===== config.mk =====
export PLATFORM = sky130hd
export DESIGN_NAME = lsu_data_mem
export DESIGN_NICKNAME = d
export VERILOG_FILES = /design/src/rtl/lsu_pkg.sv /design/src/rtl/lsu_lane_align.sv /design/src/rtl/lsu_data_mem.sv
export SDC_FILE = /design/constraint.sdc
export NUM_CORES = 2
export LEC_CHECK = 0
export CAP_MARGIN = 15
export CELL_PAD_IN_SITES_DETAIL_PLACEMENT = 0
export CELL_PAD_IN_SITES_GLOBAL_PLACEMENT = 1
export CORE_ASPECT_RATIO = 1.25
export CORE_MARGIN = 4
export CORE_UTILIZATION = 25
export DETAILED_ROUTE_END_ITERATION = 12
export PLACE_DENSITY = 0.5
export SLEW_MARGIN = 30
export SYNTH_ARGS = -nofsm -noshare
export SYNTH_HDL_FRONTEND = slang
export SYNTH_SLANG_ARGS = --single-unit
export TNS_END_PERCENT = 20

===== constraint.sdc =====
create_clock -name clk -period 20.9 [get_ports clk]
set_input_delay 3.135 -clock clk [delete_from_list [all_inputs] [get_ports clk]]
set_output_delay 3.135 -clock clk [all_outputs]
set_load 0.03 [all_outputs]

===== src/rtl/lsu_pkg.sv =====
// Shared definitions for the LSU data memory: access sizes, FSM states,
// lane masks, sign-bit positions and the lane-control payload.
package lsu_pkg;

  localparam int unsigned DATA_W  = 32;
  localparam int unsigned LANES   = 4;
  localparam int unsigned LANE_W  = 8;

  typedef enum logic [1:0] {
    SZ_B   = 2'b00,
    SZ_H   = 2'b01,
    SZ_W   = 2'b10,
    SZ_RSV = 2'b11
  } size_e;

  typedef enum logic [1:0] {
    IDLE = 2'b00,
    RD   = 2'b01,
    RESP = 2'b10
  } state_e;

  // Lane masks for a lane-0 aligned access; shifted by the lane offset.
  localparam logic [LANES-1:0] BE_B = 4'b0001;
  localparam logic [LANES-1:0] BE_H = 4'b0011;
  localparam logic [LANES-1:0] BE_W = 4'b1111;

  localparam int unsigned SIGN_B = 7;
  localparam int unsigned SIGN_H = 15;

  typedef struct packed {
    logic [1:0] lo;
    size_e      size;
    logic       uns;
  } lane_ctl_t;

endpackage


===== src/rtl/lsu_lane_align.sv =====
// Byte-enable generator and load extractor/extender, shared by store and load paths.
// Sub-word accesses are forced onto their natural boundary; misalign_c reports the stray bits.
module lsu_lane_align
  import lsu_pkg::*;
(
  input  lane_ctl_t          ctl,
  input  logic [DATA_W-1:0]  wdata,
  input  logic [DATA_W-1:0]  rword,
  output logic [LANES-1:0]   be_c,
  output logic [DATA_W-1:0]  wlanes_c,
  output logic [DATA_W-1:0]  rdata_c,
  output logic               misalign_c
);

  logic [1:0]        off;
  logic [DATA_W-1:0] shifted;

  // Lane offset and enables from size and low address bits.
  always_comb begin
    off        = 2'b00;
    be_c       = '0;
    misalign_c = 1'b0;
    case (ctl.size)
      SZ_B: begin
        off  = ctl.lo;
        be_c = BE_B << off;
      end
      SZ_H: begin
        off        = {ctl.lo[1], 1'b0};
        be_c       = BE_H << off;
        misalign_c = ctl.lo[0];
      end
      SZ_W: begin
        be_c       = BE_W;
        misalign_c = |ctl.lo;
      end
      default: ;
    endcase
  end

  assign wlanes_c = wdata << {off, 3'b000};
  assign shifted  = rword >> {off, 3'b000};

  always_comb begin
    rdata_c = '0;
    case (ctl.size)
      SZ_B:    rdata_c = {{24{~ctl.uns & shifted[SIGN_B]}}, shifted[7:0]};
      SZ_H:    rdata_c = {{16{~ctl.uns & shifted[SIGN_H]}}, shifted[15:0]};
      SZ_W:    rdata_c = shifted;
      default: rdata_c = '0;
    endcase
  end

endmodule


===== src/rtl/lsu_data_mem.sv =====
// LSU data memory: 1-cycle store / 2-cycle load responder over a word array.
// Define LSU_DATA_MEM_MISALIGN_TRAP_EN to fault misaligned half/word accesses.
module lsu_data_mem
  import lsu_pkg::*;
#(
  parameter int unsigned DEPTH  = 128,
  parameter int unsigned ADDR_W = 9
) (
  input  logic              clk,
  input  logic              rst_n,
  input  logic              req_valid,
  output logic              req_ready,
  input  logic              req_we,
  input  logic [1:0]        req_size,
  input  logic              req_unsigned,
  input  logic [ADDR_W-1:0] req_addr,
  input  logic [DATA_W-1:0] req_wdata,
  output logic              resp_valid,
  input  logic              resp_ready,
  output logic [DATA_W-1:0] resp_rdata,
  output logic              resp_err
);

  localparam int unsigned IDX_W = ADDR_W - 2;
  localparam int unsigned SEL_W = (DEPTH > 1) ? $clog2(DEPTH) : 1;

  state_e            state;
  lane_ctl_t         ld_ctl;
  logic [IDX_W-1:0]  ld_idx;

  lane_ctl_t         cur_ctl_c;
  logic [IDX_W-1:0]  cur_idx_c;
  logic [LANES-1:0]  be_c;
  logic [DATA_W-1:0] wlanes_c;
  logic [DATA_W-1:0] rdata_c;
  logic [DATA_W-1:0] rword_c;
  logic              misalign_c;
  logic              fault_c;
  logic              accept_c;
  logic              wr_en_c;
  logic [DATA_W-1:0] words [DEPTH];

  // The aligner sees the live request in IDLE and the captured load in RD.
  always_comb begin
    if (state == RD) begin
      cur_ctl_c = ld_ctl;
      cur_idx_c = ld_idx;
    end else begin
      cur_ctl_c = '{lo: req_addr[1:0], size: size_e'(req_size), uns: req_unsigned};
      cur_idx_c = req_addr[ADDR_W-1:2];
    end
  end

  assign rword_c = words[SEL_W'(cur_idx_c)];

  lsu_lane_align u_align (
    .ctl        (cur_ctl_c),
    .wdata      (req_wdata),
    .rword      (rword_c),
    .be_c       (be_c),
    .wlanes_c   (wlanes_c),
    .rdata_c    (rdata_c),
    .misalign_c (misalign_c)
  );

`ifdef LSU_DATA_MEM_MISALIGN_TRAP_EN
  assign fault_c = (32'(cur_idx_c) >= DEPTH) || (cur_ctl_c.size == SZ_RSV) || misalign_c;
`else
  logic unused_misalign;
  assign unused_misalign = misalign_c;
  assign fault_c = (32'(cur_idx_c) >= DEPTH) || (cur_ctl_c.size == SZ_RSV);
`endif

  assign req_ready = rst_n && (state == IDLE);
  assign accept_c  = req_valid && req_ready;
  assign wr_en_c   = accept_c && req_we && !fault_c;

  // Word storage: comes up holding its own index and is never touched by reset.
  for (genvar i = 0; i < DEPTH; i++) begin : g_word
    logic [DATA_W-1:0] word = DATA_W'(i);
    always_ff @(posedge clk) begin
      if (wr_en_c && (cur_idx_c == IDX_W'(i))) begin
        for (int b = 0; b < LANES; b++) begin
          if (be_c[b]) word[LANE_W*b +: LANE_W] <= wlanes_c[LANE_W*b +: LANE_W];
        end
      end
    end
    assign words[i] = word;
  end

  // Control FSM with registered response.
  always_ff @(posedge clk or negedge rst_n) begin
    if (!rst_n) begin
      state      <= IDLE;
      resp_valid <= 1'b0;
      resp_rdata <= '0;
      resp_err   <= 1'b0;
      ld_ctl     <= '0;
      ld_idx     <= '0;
    end else begin
      case (state)
        IDLE: begin
          if (accept_c) begin
            if (req_we) begin
              state      <= RESP;
              resp_valid <= 1'b1;
              resp_rdata <= '0;
              resp_err   <= fault_c;
            end else begin
              state  <= RD;
              ld_ctl <= cur_ctl_c;
              ld_idx <= cur_idx_c;
            end
          end
        end
        RD: begin
          state      <= RESP;
          resp_valid <= 1'b1;
          resp_rdata <= fault_c ? '0 : rdata_c;
          resp_err   <= fault_c;
        end
        RESP: begin
          if (resp_ready) begin
            state      <= IDLE;
            resp_valid <= 1'b0;
            resp_rdata <= '0;
            resp_err   <= 1'b0;
          end
        end
        default: state <= IDLE;
      endcase
    end
  end

endmodule

==> results.json <==
{
  "syn_inst": 12117,
  "numCtsBuffers": 405,
  "drt-initial-drc-count": 11108,
  "p_leak_uw": 0.0629,
  "vias": 105858,
  "start_kind": "primary input",
  "layout_min_cycle_time_ns": 9.12,
  "cts_tree": "done",
  "synth_ff_type": "edfxtp_1",
  "post-cts-setup-buffers": 0,
  "maxSlewHeadroom_pct": 25.1,
  "finalWorstSetupSlack_ns": 11.78,
  "clock_path_buffers": 4,
  "gr-total-overflow": 0,
  "final_max_slew_viol_count": 0,
  "clk_latency_ns": 1.04,
  "dr.pass1.iters": 6,
  "drt-wirelength-per-cell_um": 31.9,
  "synth_edf_count": 4096,
  "placedInstanceArea_um2": 179000,
  "wl_um": 679000,
  "ys.warnings.count": 0,
  "ctsResizeCount": 0,
  "fin_nets": 12218,
  "peakVddDrop_mv": 0.0680,
  "die_area_um2": 682000,
  "die_h_um": 922,
  "fmax_mhz": 110,
  "postLayoutCellArea_um2": 192000,
  "ant_nets": 0,
  "final_common_cell": "edfxtp_1",
  "htree_levels": 5,
  "drv_cap": 0,
  "cts_hold_buf": 0,
  "drc": 0,
  "grt_pass1_vias": 102047,
  "cts_root_buf": "clkbuf_16",
  "layout_common_cells": "edfxtp_1, nand2_1, nand3_1",
  "initial_utilization_pct": 25.1,
  "arrival_ns": 10.09,
  "ys_seq_area_share_pct": 74.3,
  "worst_pin_slew_ns": 1.12,
  "coreArea_um2": 666000,
  "finalSetupViolations": 0,
  "synth.avg_cell_area_um2": 13.8,
  "grt_max_degree": 127,
  "regArea_um2": 124000,
  "hpwl_um": 425000,
  "fin_skew_ns": 0.0481,
  "path_max_fanout": 113,
  "clock-sinks": 4144,
  "min_path_type": "reg2reg",
  "fp-row-count": 335,
  "fill_cells": 67272,
  "place_congestion": 0.855,
  "antenna_found_initial": 48,
  "status": "complete, no violations",
  "critPathCaptureType": "register",
  "grt_pass1_wl_um": 917000,
  "port_buffers": 83,
  "critPathRequiredTime_ns": 21.87,
  "async_reset_ff_share_pct": 1.16,
  "clkSlewWorstSetupHoldPaths_ns": 0.07,
  "finalPower_uw": 18900,
  "power_per_cell_area_nw_per_um2": 98.4,
  "fin_tns_setup_ns": 0,
  "finalCritPeriodShare_pct": 43.7,
  "io_pins": 84,
  "worstSetupPathType": "in2reg",
  "hold_violations": 0,
  "multi_input_area_um2": 39500,
  "fp.dieW_um": 739,
  "syn_to_final_growth_pct": 14.8,
  "synth_nets": 12166,
  "synth_area_um2": 167000,
  "ys_ff_latch": 4144,
  "grt_usage_pct": 19.2,
  "rsz0062_at_grt": "false",
  "routed_via_density": 4.97,
  "drive_gt1_share_pct": 11.2,
  "pre_cts_slack_ns": 10.81,
  "post_synth_num_cell_types": 92
}
## flip-flops by register name (all words and copies together) (netlist names)
register and cells:
g_word.word 4096, ld_ctl 5, ld_idx 7, resp_err 1, resp_rdata 32, resp_valid 1
state 2
## area by class of cell
cell class / count / area share, %
Antenna cell: 28 / 0.0365
Clock buffer: 504 / 5.56
Clock inverter: 234 / 1.14
Inverter: 23 / 0.0450
Multi-Input combinational cell: 7131 / 20.6
Sequential cell: 4144 / 64.7
Tap cell: 8762 / 5.71
Timing Repair Buffer: 464 / 2.17
## cells by family (layout without fill, tap and decap cells)
| group | Yosys count | in the layout | share of synthesized area [%] |
|---|---|---|---|
| multiplexers | 639 | 639 | 4.50 |
| XOR/XNOR | 1 | 1 | 0.00524 |
| AND/OR/NAND/NOR | 5270 | 5270 | 13.3 |
| AO/OA/AOI/OAI | 1221 | 1221 | 4.93 |
| flip-flops | 4144 | 4144 | 74.3 |
| buffers and inverters | 842 | 1225 | 3.00 |
| other | 0 | 28 | 0 |
## worst max-delay path: stages
cell and delay [ns]:
clkdlybuf4s50_1 0.85, a21o_4 0.65, buf_4 0.61, buf_12 0.52, buf_4 0.65, buf_4 0.58, nand2_1 0.12, nand3_1 0.10
a21oi_1 0.09, nor3_1 0.46, o2111ai_1 0.43, a32oi_1 0.47, o211ai_4 0.13, a221oi_4 0.74, a221o_1 0.22
## Yosys cell counts (7+ instances only)
library cell | instances | area share [%]
o2111ai_1 | 23 | 0.12
a211oi_1 | 48 | 0.22
nor2_1 | 643 | 1.4
o41ai_1 | 13 | 0.068
buf_6 | 80 | 0.54
nand2_1 | 3083 | 6.9
inv_1 | 23 | 0.052
a221oi_1 | 13 | 0.068
a221o_1 | 17 | 0.10
a222oi_1 | 7 | 0.042
nand4_1 | 92 | 0.34
clkbuf_1 | 154 | 0.35
nand3_1 | 1201 | 3.6
o22ai_1 | 130 | 0.49
a211o_1 | 12 | 0.063
a41oi_1 | 7 | 0.037
a21o_1 | 13 | 0.058
mux4_2 | 79 | 1.1
a32oi_1 | 113 | 0.59
a2111oi_0 | 19 | 0.10
a22oi_1 | 19 | 0.085
o31ai_1 | 11 | 0.049
dfrtp_1 | 48 | 0.72
o21ai_0 | 96 | 0.29
buf_1 | 19 | 0.043
o21ai_1 | 13 | 0.039
o221ai_1 | 8 | 0.042
mux4_1 | 7 | 0.11
a32o_1 | 17 | 0.10
o32ai_1 | 8 | 0.042
a31oi_1 | 199 | 0.74
edfxtp_1 | 4096 | 74
buf_2 | 388 | 1.2
a21oi_1 | 335 | 1.0
a31o_2 | 7 | 0.037
mux2i_1 | 537 | 3.2
o211ai_1 | 17 | 0.076
and3_1 | 133 | 0.50
nor3_1 | 31 | 0.093
nor4_1 | 41 | 0.15
mux2_2 | 15 | 0.10
buf_4 | 168 | 0.75
a311oi_1 | 40 | 0.21
## metal layers
| layer | share of wire [%] | routed length [um] | GRT usage (%) | up-vias |
|---|---|---|---|---|
| met4 | 5.7 | 38500 | 9.33 | 14 |
| met5 | 0.014 | 92 | 0 | - |
| met3 | 5.3 | 35800 | 2.50 | 964 |
| li1 | - | - | - | 45192 |
| met2 | 49 | 335000 | 33.1 | 3574 |
| met1 | 40 | 270000 | 23.8 | 56114 |
## worst paths after layout
check,cells past startpoint,endpoint,slack [ns],from
max reg2reg,16,resp_rdata[31]$_DFFE_PN0P_,13.08,state[0]$_DFFE_PN0P_
min in group asynchronous,2,resp_err$_DFFE_PN0P_,2.31,rst_n
min,1,resp_valid$_DFFE_PN0P_,0.48,resp_valid$_DFFE_PN0P_
min reg2reg,1,resp_valid$_DFFE_PN0P_,0.48,resp_valid$_DFFE_PN0P_
max,15,resp_rdata[31]$_DFFE_PN0P_,11.78,req_addr[3]
max in group asynchronous,2,ld_idx[3]$_DFFE_PN0P_,17.90,rst_n
## report_power, final
part / switching (uW) / total (uW) / leakage (uW) / internal [uW]
Clock: 3320 / 7390 / 0.00629 / 4070
Combinational: 1650 / 2120 / 0.0190 / 469
Sequential: 57.1 / 9380 / 0.0376 / 9320
Total: 5030 / 18900 / 0.0629 / 13900
## stage by stage
step                      utilization [%]  hold slack (ns)  instances
final                                28.8            0.477      21290
after global routing                 28.8            0.482      21265
after CTS                            28.8            0.480      21259
after detailed placement             26.8            0.466      20521
after global placement               26.7            0.472      20513
after floorplan                         -            0.474      12117
(Power assumes the default switching activity.)
